$ cat src/rtl/dm_arb_pkg.sv
// Shared types and constants for the data-memory arbiter.
package dm_arb_pkg;

  typedef enum logic [1:0] {
    OWN_NONE,
    OWN_M0,
    OWN_M1
  } own_t;

  localparam int BYTEEN_W     = 4;
  localparam int DM_WORDS_DEF = 4096;

  function automatic own_t own_of(input logic idx);
    return idx ? OWN_M1 : OWN_M0;
  endfunction

endpackage

$ cat src/rtl/dm_arbiter_if.sv
// One master's load/store channel into the data-memory arbiter.
interface dm_arbiter_if;
  import dm_arb_pkg::*;

  logic                req;
  logic                lock;
  logic [31:0]         addr;
  logic [BYTEEN_W-1:0] byteen;
  logic [31:0]         wdata;
  logic                gnt;
  logic                rvalid;
  logic [31:0]         rdata;
  logic                err;

  modport master (
    output req, lock, addr, byteen, wdata,
    input  gnt, rvalid, rdata, err
  );

  modport slave (
    input  req, lock, addr, byteen, wdata,
    output gnt, rvalid, rdata, err
  );

endinterface

$ cat src/rtl/dm_arb_pick.sv
// Combinational winner selection: locked owner, burst-limit handover, then tie-break.
// DM_ARB_RR_EN selects round-robin ties; otherwise M0 wins every tie.
module dm_arb_pick
  import dm_arb_pkg::*;
#(
  parameter int MAX_BURST = 4,
  parameter int BCNT_W    = 3
) (
  input  logic [1:0]        req,
  input  logic [1:0]        lock,
  input  own_t              own,
  input  logic [BCNT_W-1:0] bcnt,
  input  logic              last,
  output logic              win_valid,
  output logic              win_idx,
  output logic              win_cont
);

  logic [1:0] hold;
  logic [1:0] expired;
  logic       tie_idx;

  // hold: owner keeps the port; expired: owner wants it but has used its burst
  generate
    for (genvar gi = 0; gi < 2; gi++) begin : g_own
      logic owned;
      assign owned       = (own == own_of(1'(gi)));
      assign hold[gi]    = owned & req[gi] & lock[gi] &
                           ((bcnt < BCNT_W'(MAX_BURST)) | ~req[1-gi]);
      assign expired[gi] = owned & req[gi] & lock[gi] & ~hold[gi];
    end
  endgenerate

`ifdef DM_ARB_RR_EN
  assign tie_idx = ~last;
`else
  logic unused_last;
  assign unused_last = last;
  assign tie_idx     = 1'b0;
`endif

  always_comb begin
    win_valid = |req;
    win_idx   = 1'b0;
    win_cont  = 1'b0;
    if (hold[0]) begin
      win_cont = 1'b1;
    end else if (hold[1]) begin
      win_idx  = 1'b1;
      win_cont = 1'b1;
    end else if (expired[0]) begin
      win_idx = 1'b1;
    end else if (expired[1]) begin
      win_idx = 1'b0;
    end else if (req == 2'b10) begin
      win_idx = 1'b1;
    end else if (req == 2'b11) begin
      win_idx = tie_idx;
    end
  end

endmodule

$ cat src/rtl/dm_arbiter.sv
// Two-master arbiter for the single-port data memory with locked bursts and registered read return.
// Tie-break policy is set by DM_ARB_RR_EN (round-robin when defined, fixed M0 priority otherwise).
module dm_arbiter
  import dm_arb_pkg::*;
#(
  parameter int DM_WORDS  = DM_WORDS_DEF,
  parameter int MAX_BURST = 4
) (
  input  logic                clk,
  input  logic                reset_n,
  dm_arbiter_if.slave         m0,
  dm_arbiter_if.slave         m1,
  output logic [31:0]         dm_addr,
  output logic [BYTEEN_W-1:0] dm_byteen,
  output logic [31:0]         dm_wdata,
  input  logic [31:0]         dm_rdata
);

  localparam int BCNT_W = $clog2(MAX_BURST + 1);

  own_t              own_reg;
  logic              last_reg;
  logic [BCNT_W-1:0] bcnt_reg;

  logic [1:0]          req;
  logic [1:0]          lock;
  logic                win_valid;
  logic                win_idx;
  logic                win_cont;
  logic                gnt_any;
  logic [31:0]         win_addr;
  logic [31:0]         win_wdata;
  logic [BYTEEN_W-1:0] win_byteen;
  logic                win_lock;
  logic                win_oor;
  logic                win_read;

  assign req  = {m1.req, m0.req};
  assign lock = {m1.lock, m0.lock};

  dm_arb_pick #(
    .MAX_BURST (MAX_BURST),
    .BCNT_W    (BCNT_W)
  ) u_pick (
    .req       (req),
    .lock      (lock),
    .own       (own_reg),
    .bcnt      (bcnt_reg),
    .last      (last_reg),
    .win_valid (win_valid),
    .win_idx   (win_idx),
    .win_cont  (win_cont)
  );

  // With no request win_idx is 0, so the memory sees M0's address and data.
  assign win_addr   = win_idx ? m1.addr   : m0.addr;
  assign win_wdata  = win_idx ? m1.wdata  : m0.wdata;
  assign win_byteen = win_idx ? m1.byteen : m0.byteen;
  assign win_lock   = win_idx ? m1.lock   : m0.lock;
  assign win_oor    = (win_addr[31:2] >= 30'(DM_WORDS));
  assign win_read   = (win_byteen == '0);

  // Reset gates the strobes directly so an in-flight write can never commit.
  assign gnt_any   = win_valid & reset_n;
  assign m0.gnt    = gnt_any & ~win_idx;
  assign m1.gnt    = gnt_any & win_idx;
  assign dm_addr   = {win_addr[31:2], 2'b00};
  assign dm_wdata  = win_wdata;
  assign dm_byteen = (gnt_any & ~win_oor) ? win_byteen : '0;

  always_ff @(posedge clk or negedge reset_n) begin
    if (!reset_n) begin
      own_reg  <= OWN_NONE;
      last_reg <= 1'b1;
      bcnt_reg <= '0;
    end else if (win_valid) begin
      last_reg <= win_idx;
      if (win_lock) begin
        own_reg <= own_of(win_idx);
        if (!win_cont) begin
          bcnt_reg <= BCNT_W'(1);
        end else if (bcnt_reg != BCNT_W'(MAX_BURST)) begin
          bcnt_reg <= bcnt_reg + 1'b1;
        end
      end else begin
        own_reg  <= OWN_NONE;
        bcnt_reg <= '0;
      end
    end else begin
      own_reg  <= OWN_NONE;
      bcnt_reg <= '0;
    end
  end

  generate
    for (genvar gi = 0; gi < 2; gi++) begin : g_ret
      logic        granted;
      logic        rvalid_reg;
      logic        err_reg;
      logic [31:0] rdata_reg;

      assign granted = win_valid & (win_idx == 1'(gi));

      // Out-of-range accesses still return a pulse so the master never waits forever.
      always_ff @(posedge clk or negedge reset_n) begin
        if (!reset_n) begin
          rvalid_reg <= 1'b0;
          err_reg    <= 1'b0;
          rdata_reg  <= '0;
        end else begin
          rvalid_reg <= granted & (win_read | win_oor);
          err_reg    <= granted & win_oor;
          if (granted & win_read) begin
            rdata_reg <= win_oor ? '0 : dm_rdata;
          end
        end
      end
    end
  endgenerate

  assign m0.rvalid = g_ret[0].rvalid_reg;
  assign m0.err    = g_ret[0].err_reg;
  assign m0.rdata  = g_ret[0].rdata_reg;
  assign m1.rvalid = g_ret[1].rvalid_reg;
  assign m1.err    = g_ret[1].err_reg;
  assign m1.rdata  = g_ret[1].rdata_reg;

endmodule

$ cat src/flat_wrapper.sv
// flat-port wrapper written by rule: the top's interface ports become plain ports
module dm_arbiter_flat import dm_arb_pkg::*;
#(
  parameter int DM_WORDS  = DM_WORDS_DEF,
  parameter int MAX_BURST = 4
)
  (clk, reset_n, dm_addr, dm_byteen, dm_wdata, dm_rdata, m0_req, m0_lock, m0_addr, m0_byteen, m0_wdata, m0_gnt, m0_rvalid, m0_rdata, m0_err, m1_req, m1_lock, m1_addr, m1_byteen, m1_wdata, m1_gnt, m1_rvalid, m1_rdata, m1_err);
  dm_arbiter_if m0_i ();
  dm_arbiter_if m1_i ();
  input  logic clk;
  input  logic reset_n;
  output logic [31:0] dm_addr;
  output logic [BYTEEN_W-1:0] dm_byteen;
  output logic [31:0] dm_wdata;
  input  logic [31:0] dm_rdata;
  input wire logic [$bits(m0_i.req)-1:0] m0_req;
  input wire logic [$bits(m0_i.lock)-1:0] m0_lock;
  input wire logic [$bits(m0_i.addr)-1:0] m0_addr;
  input wire logic [$bits(m0_i.byteen)-1:0] m0_byteen;
  input wire logic [$bits(m0_i.wdata)-1:0] m0_wdata;
  output wire logic [$bits(m0_i.gnt)-1:0] m0_gnt;
  output wire logic [$bits(m0_i.rvalid)-1:0] m0_rvalid;
  output wire logic [$bits(m0_i.rdata)-1:0] m0_rdata;
  output wire logic [$bits(m0_i.err)-1:0] m0_err;
  input wire logic [$bits(m1_i.req)-1:0] m1_req;
  input wire logic [$bits(m1_i.lock)-1:0] m1_lock;
  input wire logic [$bits(m1_i.addr)-1:0] m1_addr;
  input wire logic [$bits(m1_i.byteen)-1:0] m1_byteen;
  input wire logic [$bits(m1_i.wdata)-1:0] m1_wdata;
  output wire logic [$bits(m1_i.gnt)-1:0] m1_gnt;
  output wire logic [$bits(m1_i.rvalid)-1:0] m1_rvalid;
  output wire logic [$bits(m1_i.rdata)-1:0] m1_rdata;
  output wire logic [$bits(m1_i.err)-1:0] m1_err;
  assign m0_i.req = m0_req;
  assign m0_i.lock = m0_lock;
  assign m0_i.addr = m0_addr;
  assign m0_i.byteen = m0_byteen;
  assign m0_i.wdata = m0_wdata;
  assign m0_gnt = m0_i.gnt;
  assign m0_rvalid = m0_i.rvalid;
  assign m0_rdata = m0_i.rdata;
  assign m0_err = m0_i.err;
  assign m1_i.req = m1_req;
  assign m1_i.lock = m1_lock;
  assign m1_i.addr = m1_addr;
  assign m1_i.byteen = m1_byteen;
  assign m1_i.wdata = m1_wdata;
  assign m1_gnt = m1_i.gnt;
  assign m1_rvalid = m1_i.rvalid;
  assign m1_rdata = m1_i.rdata;
  assign m1_err = m1_i.err;
  dm_arbiter #(.DM_WORDS(DM_WORDS), .MAX_BURST(MAX_BURST)) u_core (.clk(clk), .reset_n(reset_n), .m0(m0_i), .m1(m1_i), .dm_addr(dm_addr), .dm_byteen(dm_byteen), .dm_wdata(dm_wdata), .dm_rdata(dm_rdata));
endmodule
$ cat config.mk
export PLATFORM = sky130hd
export DESIGN_NAME = dm_arbiter_flat
export DESIGN_NICKNAME = d
export VERILOG_FILES = /design/src/rtl/dm_arb_pkg.sv /design/src/rtl/dm_arbiter_if.sv /design/src/rtl/dm_arb_pick.sv /design/src/rtl/dm_arbiter.sv /design/src/flat_wrapper.sv
export SDC_FILE = /design/constraint.sdc
export NUM_CORES = 1
export LEC_CHECK = 0
export BUFFER_PORTS_ARGS = -buffer_cell sky130_fd_sc_hd__buf_2
export CORE_AREA = 2 2 120 122
export CTS_BUF_LIST = sky130_fd_sc_hd__clkbuf_8 sky130_fd_sc_hd__clkbuf_16
export CTS_CLUSTER_DIAMETER = 60
export DETAILED_ROUTE_END_ITERATION = 16
export DIE_AREA = 0 0 122 124
export PLACE_DENSITY = 0.68
export SLEW_MARGIN = 20
export SYNTH_ARGS = -nofsm -noshare
export SYNTH_HDL_FRONTEND = slang
export SYNTH_SLANG_ARGS = --single-unit
$ cat constraint.sdc
create_clock -name clk -period 2.9 [get_ports clk]
set_clock_uncertainty 0.2 [all_clocks]
set_input_delay 0.725 -clock clk [delete_from_list [all_inputs] [get_ports clk]]
set_output_delay 0.725 -clock clk [all_outputs]
set_load 0.005 [all_outputs]
## Word-level counts from Yosys, hierarchy flattened

Cells that the tools add are included.

| cells by class | value |
|---|---|
| add/sub/neg operators | 1 |
| $mul | 0 |
| divide/modulo/power cells | 0 |
| magnitude comparators | 2 |
| eq/ne operators | 5 |
| shift operators | 0 |
| multiplexer cells | 20 |
| bitwise gates (word level) | 29 |
| reductions and logical operators | 2 |

Operator list:

| kind | number |
|---|---|
| $mux W32 | 3 |
| $ge A30 B13 Y1 const B | 1 |
| $and A1 B1 Y1 | 20 |
| $mux W3 | 4 |
| $mux W1 | 8 |
| $mux W4 | 2 |
| $mux W2 | 3 |
| $not A1 Y1 | 6 |
| $eq A2 B2 Y1 const B | 2 |
| $logic_not A4 Y1 | 1 |
| $ne A4 B4 Y1 const B | 1 |
| $add A3 B1 Y3 const B | 1 |
| $lt A3 B3 Y1 const B | 1 |
| $ne A3 B3 Y1 const B | 1 |
| $or A1 B1 Y1 | 3 |
| $eq A2 B1 Y1 const B | 1 |
| $reduce_or A2 Y1 | 1 |

| word-level totals | value |
|---|---|
| flip-flop bits (word level) | 73 |
| latch bits | 0 |
| bits in writable memories | 0 |
| ROM bits | 0 |
| output and inout bits | 138 |
| logic and storage cells | 67 |
| memories kept | 0 |

## Longest topological paths before layout

| logic depth | value |
|---|---|
| depth in word-level cells | 15 |
| depth in mapped cells | 7 |

## Hierarchy

From an unflattened synthesis, not the netlist that was laid out.

| unflattened totals | value |
|---|---|
| cells, all modules | 434 |
| area total of the unflattened synthesis | 4575.6 um^2 |

By module, submodules not included:

| module | times used | cells each | area an instance (um^2) |
|---|---|---|---|
| dm_arbiter | 1 | 425 | 4510.6 |
| dm_arb_pick | 1 | 9 | 65.1 |

## Least setup slack after synthesis

No wires, ideal clock.

| timing | value |
|---|---|
| kind | input to output |
| from | input port m1_lock |
| to | output port dm_addr[10] |
| arrival time | 1988 ps |
| required time | 1975 ps |
| setup slack | -13 ps |
| cell stages on the path | 7 |
| path buffers | 3 |
| cell sequence | and4b_1 buf_6 and2_1 buf_6 nor2_8 buf_8 mux2_4 |

| between the ends | value |
|---|---|
| word-level cells in the longest chain between the ends | 9 |

RTL lines:

| item | RTL line | text |
|---|---|---|
| start, declared | flat_wrapper.sv:26 | `input wire logic [$bits(m1_i.lock)-1:0] m1_lock;` |
| $and A1 B1 Y1 * | dm_arb_pick.sv:28, dm_arb_pick.sv:30 |  |
| $and A1 B1 Y1 | dm_arb_pick.sv:28 | `assign hold[gi] = owned & req[gi] & lock[gi] &` |
| $not A1 Y1 | dm_arb_pick.sv:30 | `assign expired[gi] = owned & req[gi] & lock[gi] & ~hold[gi];` |
| $and A1 B1 Y1 | dm_arb_pick.sv:30 |  |
| $mux W1 | dm_arb_pick.sv:53 | `end else if (expired[1]) begin` |
| $mux W1 | dm_arb_pick.sv:51 | `end else if (expired[0]) begin` |
| $mux W1 * | dm_arb_pick.sv:48 | `end else if (hold[1]) begin` |
| $mux W1 * | dm_arb_pick.sv:46 | `if (hold[0]) begin` |
| $mux W32 * | dm_arbiter.sv:56 | `assign win_addr = win_idx ? m1.addr : m0.addr;` |
| end, declared | flat_wrapper.sv:12 | `output logic [31:0] dm_addr;` |

Every way passes the cells marked *; elsewhere a longest branch is shown, timed or not.

## Worst setup path after layout

| timing | value |
|---|---|
| from | input port m1_lock |
| to | output port dm_addr[15] |

The elaborated chain is that of the path after synthesis.

==> flow_summary.yaml <==
drt:
  routed.top_layer: "met4"
  met3_length_mm: 1.39
  drc: 0
  wirelength_mm: 18.7
  final_antenna_net_count: 0
  drt_iter0_markers: 214
  wl_met2_mm: 9.77
  vias_per_cell: 5.03
  vias: 4700
  m1WireLength_mm: 7.14
  wire_per_inst_um: 20.0
  dr.pass1.iters: 4
floorplanning:
  start_util: 0.346
  fp.dieH_um: 124
  io_pins: 312
  dieArea_sq_um: 15100
  core_area_sq_um: 13700
  die_w_um: 122
  rows: 43
run_status:
  status: "finished with violations"
  violations: "setup timing"
worst_setup_path:
  crit_type: "primary input to output port"
  worstPathArrival_ps: 2110
  r2r-end: "u_core.m1.rdata[8]$_DFFE_PN0P_"
  path_max_fanout: 7
  crit_path_start: "m1_lock"
  end_kind: "output port"
  regToRegSetupSlack_ps: 480
  cp.required_ps: 1980
  regToRegStartpoint: "u_core.own_reg[1]$_DFF_PN0_"
  reg2regPathDepth: 8
  cp-endpoint: "dm_addr[15]"
  critPathLaunchType: "primary input"
synthesis:
  async_flop_share: 1.00
  synth_edf_count: 0
  ys_seq_elements: 73
  avgSynthCellArea_sq_um: 11.5
  yosys_warnings: 0
  synth_seq_area_share: 0.385
  synth_cell_types: 44
  postSynthCellCount: 413
  ys.flop_type: "dfrtp_1"
  mappedNetlistArea_sq_um: 4750
clock_tree:
  htree_levels: 3
  clockRootBuffer: "clkbuf_16"
  cts_buffers: 9
  clock_latency_ps: 330
  clkSinkCount: 73
  clockBufferDepth: 2
  cts_tree: "yes"
  cts_hold_buffers: 0
  path_clk_slew_ps: 60
global_route:
  grt_max_degree: 64
  grt_pass1_vias: 4722
  track_usage: 0.230
  antenna_found_initial: 3
  grt_first_pass_wirelength_mm: 26.0
  gr-total-overflow: 0
layout:
  fin_cells: 934
  postLayoutCoreUtil: 0.562
  fill_cells: 1213
  layout-drive-gt1-share: 0.685
  nets: 924
  layout.cells.most_common_list: "240 x buf_2, 72 x dfrtp_1, 68 x buf_6"
  final_common_cell: "buf_2"
  design_area_sq_um: 7700
  area_growth_pct: 62.3
timing:
  tightestPinTransition_ps: 827
  setup_tns_ps: -5730
  rsz0062_at_grt: "yes"
  setup_viol: 61
  period_needed_ps: 3040
  worst_slack_ps: -139
  relSlewSlack: 0.449
  max_clock_freq_ghz: 0.329
  finalCritPeriodShare: 1.05
  slew_viol_final: 0
  final-hold-violation-count: 0
placed_design:
  dp_slack_ps: -279
  detailed_place_hpwl_mm: 14.0
  dp_cells: 897
  dpl_cell_area_sq_um: 6570
  io_buffers: 305
  gp_congestion: 0.922
run:
  maxCapViolCount: 0
power_and_ir_drop:
  power_density_nw_per_um2: 435
  ir_drop_v: 0.000399
  p_leak_nw: 4.30
worst_hold_path:
  worstHoldPathType: "primary input to asynchronous set/reset pin"
-- per-stage QoR --
| step | total power [mW] | hold WS [ps] |
|---|---|---|
| 3_5_place_dp | 1.92 | 272 |
| 4_1_cts | 3.32 | 21.3 |
| 6_report | 3.35 | 28.4 |
| 2_1_floorplan | 1.53 | 229 |
| 5_1_grt | 3.50 | 26.2 |
| 3_3_place_gp | 1.91 | 267 |
-- power by group --
group | leakage, nW | switching [mW] | internal, mW
combinational | 3.14 | 0.366 | 0.553
clock | 0.169 | 0.429 | 0.859
sequential | 0.984 | 0.0417 | 1.10
-- kinds of logic (layout without fill, tap and decap cells) --
kind of cell	Yosys count	count (layout)	synth area share
other	1	4	0.000790
buffers and inverters	75	413	0.0917
flip-flops	73	73	0.385
adder cells (fa/ha/maj)	2	2	0.00527
AO/OA/AOI/OAI	90	90	0.143
multiplexers	94	94	0.269
AND/OR/NAND/NOR	78	78	0.106
-- worst max-delay path: stages --
cell	delay, ps
buf_6	90
and4b_1	190
and2_4	160
nor2_8	180
buf_12	160
clkbuf_16	160
mux2_4	320
buf_6	120
-- Yosys cell counts, drive strengths merged, types with 2 or more instances --
| cell | number | area, sq um |
|---|---|---|
| a31o | 32 | 280 |
| nor3 | 3 | 20.0 |
| nor4 | 7 | 43.8 |
| dfrtp | 73 | 1830 |
| clkbuf | 8 | 30.0 |
| buf | 32 | 274 |
| nand2 | 9 | 38.8 |
| o21ai | 2 | 13.8 |
| mux2 | 94 | 1280 |
| a21oi | 10 | 61.3 |
| nand4 | 4 | 25.0 |
| or4 | 3 | 26.3 |
| and3 | 34 | 213 |
| nor2 | 7 | 50.1 |
| a21boi | 5 | 48.8 |
| ha | 2 | 25.0 |
| and2 | 4 | 25.0 |
| and4b | 3 | 30.0 |
| inv | 35 | 131 |
| o2111ai | 4 | 35.0 |
| a31oi | 33 | 206 |
-- area by class of cell --
| class | count | area [sq um] | area share |
|---|---|---|---|
| timing repair buffer | 363 | 2610 | 0.339 |
| multi-input combinational | 266 | 2560 | 0.332 |
| sequential | 73 | 1830 | 0.237 |
| clock buffer | 10 | 239 | 0.0310 |
| tap | 180 | 225 | 0.0292 |
| inverter | 35 | 131 | 0.0171 |
| clock inverter | 5 | 104 | 0.0135 |
| antenna | 2 | 5.00 | 0.000650 |
-- routing by layer --
metal | track usage | vias to the layer above
met3 | 0.0586 | 31
met2 | 0.418 | 170
met5 | 0 | -
met4 | 0.0726 | 0
met1 | 0.264 | 2298
li1 | - | 2201
-- what timing repair did --
| action | CTS | global route |
|---|---|---|
| pin swaps | 10 | 6 |
| cloned | 4 | 3 |
| setup buffers | 10 | 4 |
| gates resized for setup | 54 | 37 |
| setup endpoints to repair | 66 | 68 |
-- worst min-delay path by stage --
stage	startpoint	endpoint	slack, ps	cells after the start
after floorplan	reset_n	u_core.bcnt_reg[0]$_DFFE_PN0P_	230	0
after global placement	u_core.m1.rdata[17]$_DFFE_PN0P_	u_core.m1.rdata[17]$_DFFE_PN0P_	270	1
after detailed placement	u_core.m1.rdata[17]$_DFFE_PN0P_	u_core.m1.rdata[17]$_DFFE_PN0P_	270	1
after CTS	reset_n	u_core.own_reg[1]$_DFF_PN0_	20	1
after global routing	reset_n	u_core.own_reg[1]$_DFF_PN0_	30	1
final	reset_n	u_core.own_reg[1]$_DFF_PN0_	30	1
Power figures use the tool's default switching activity.
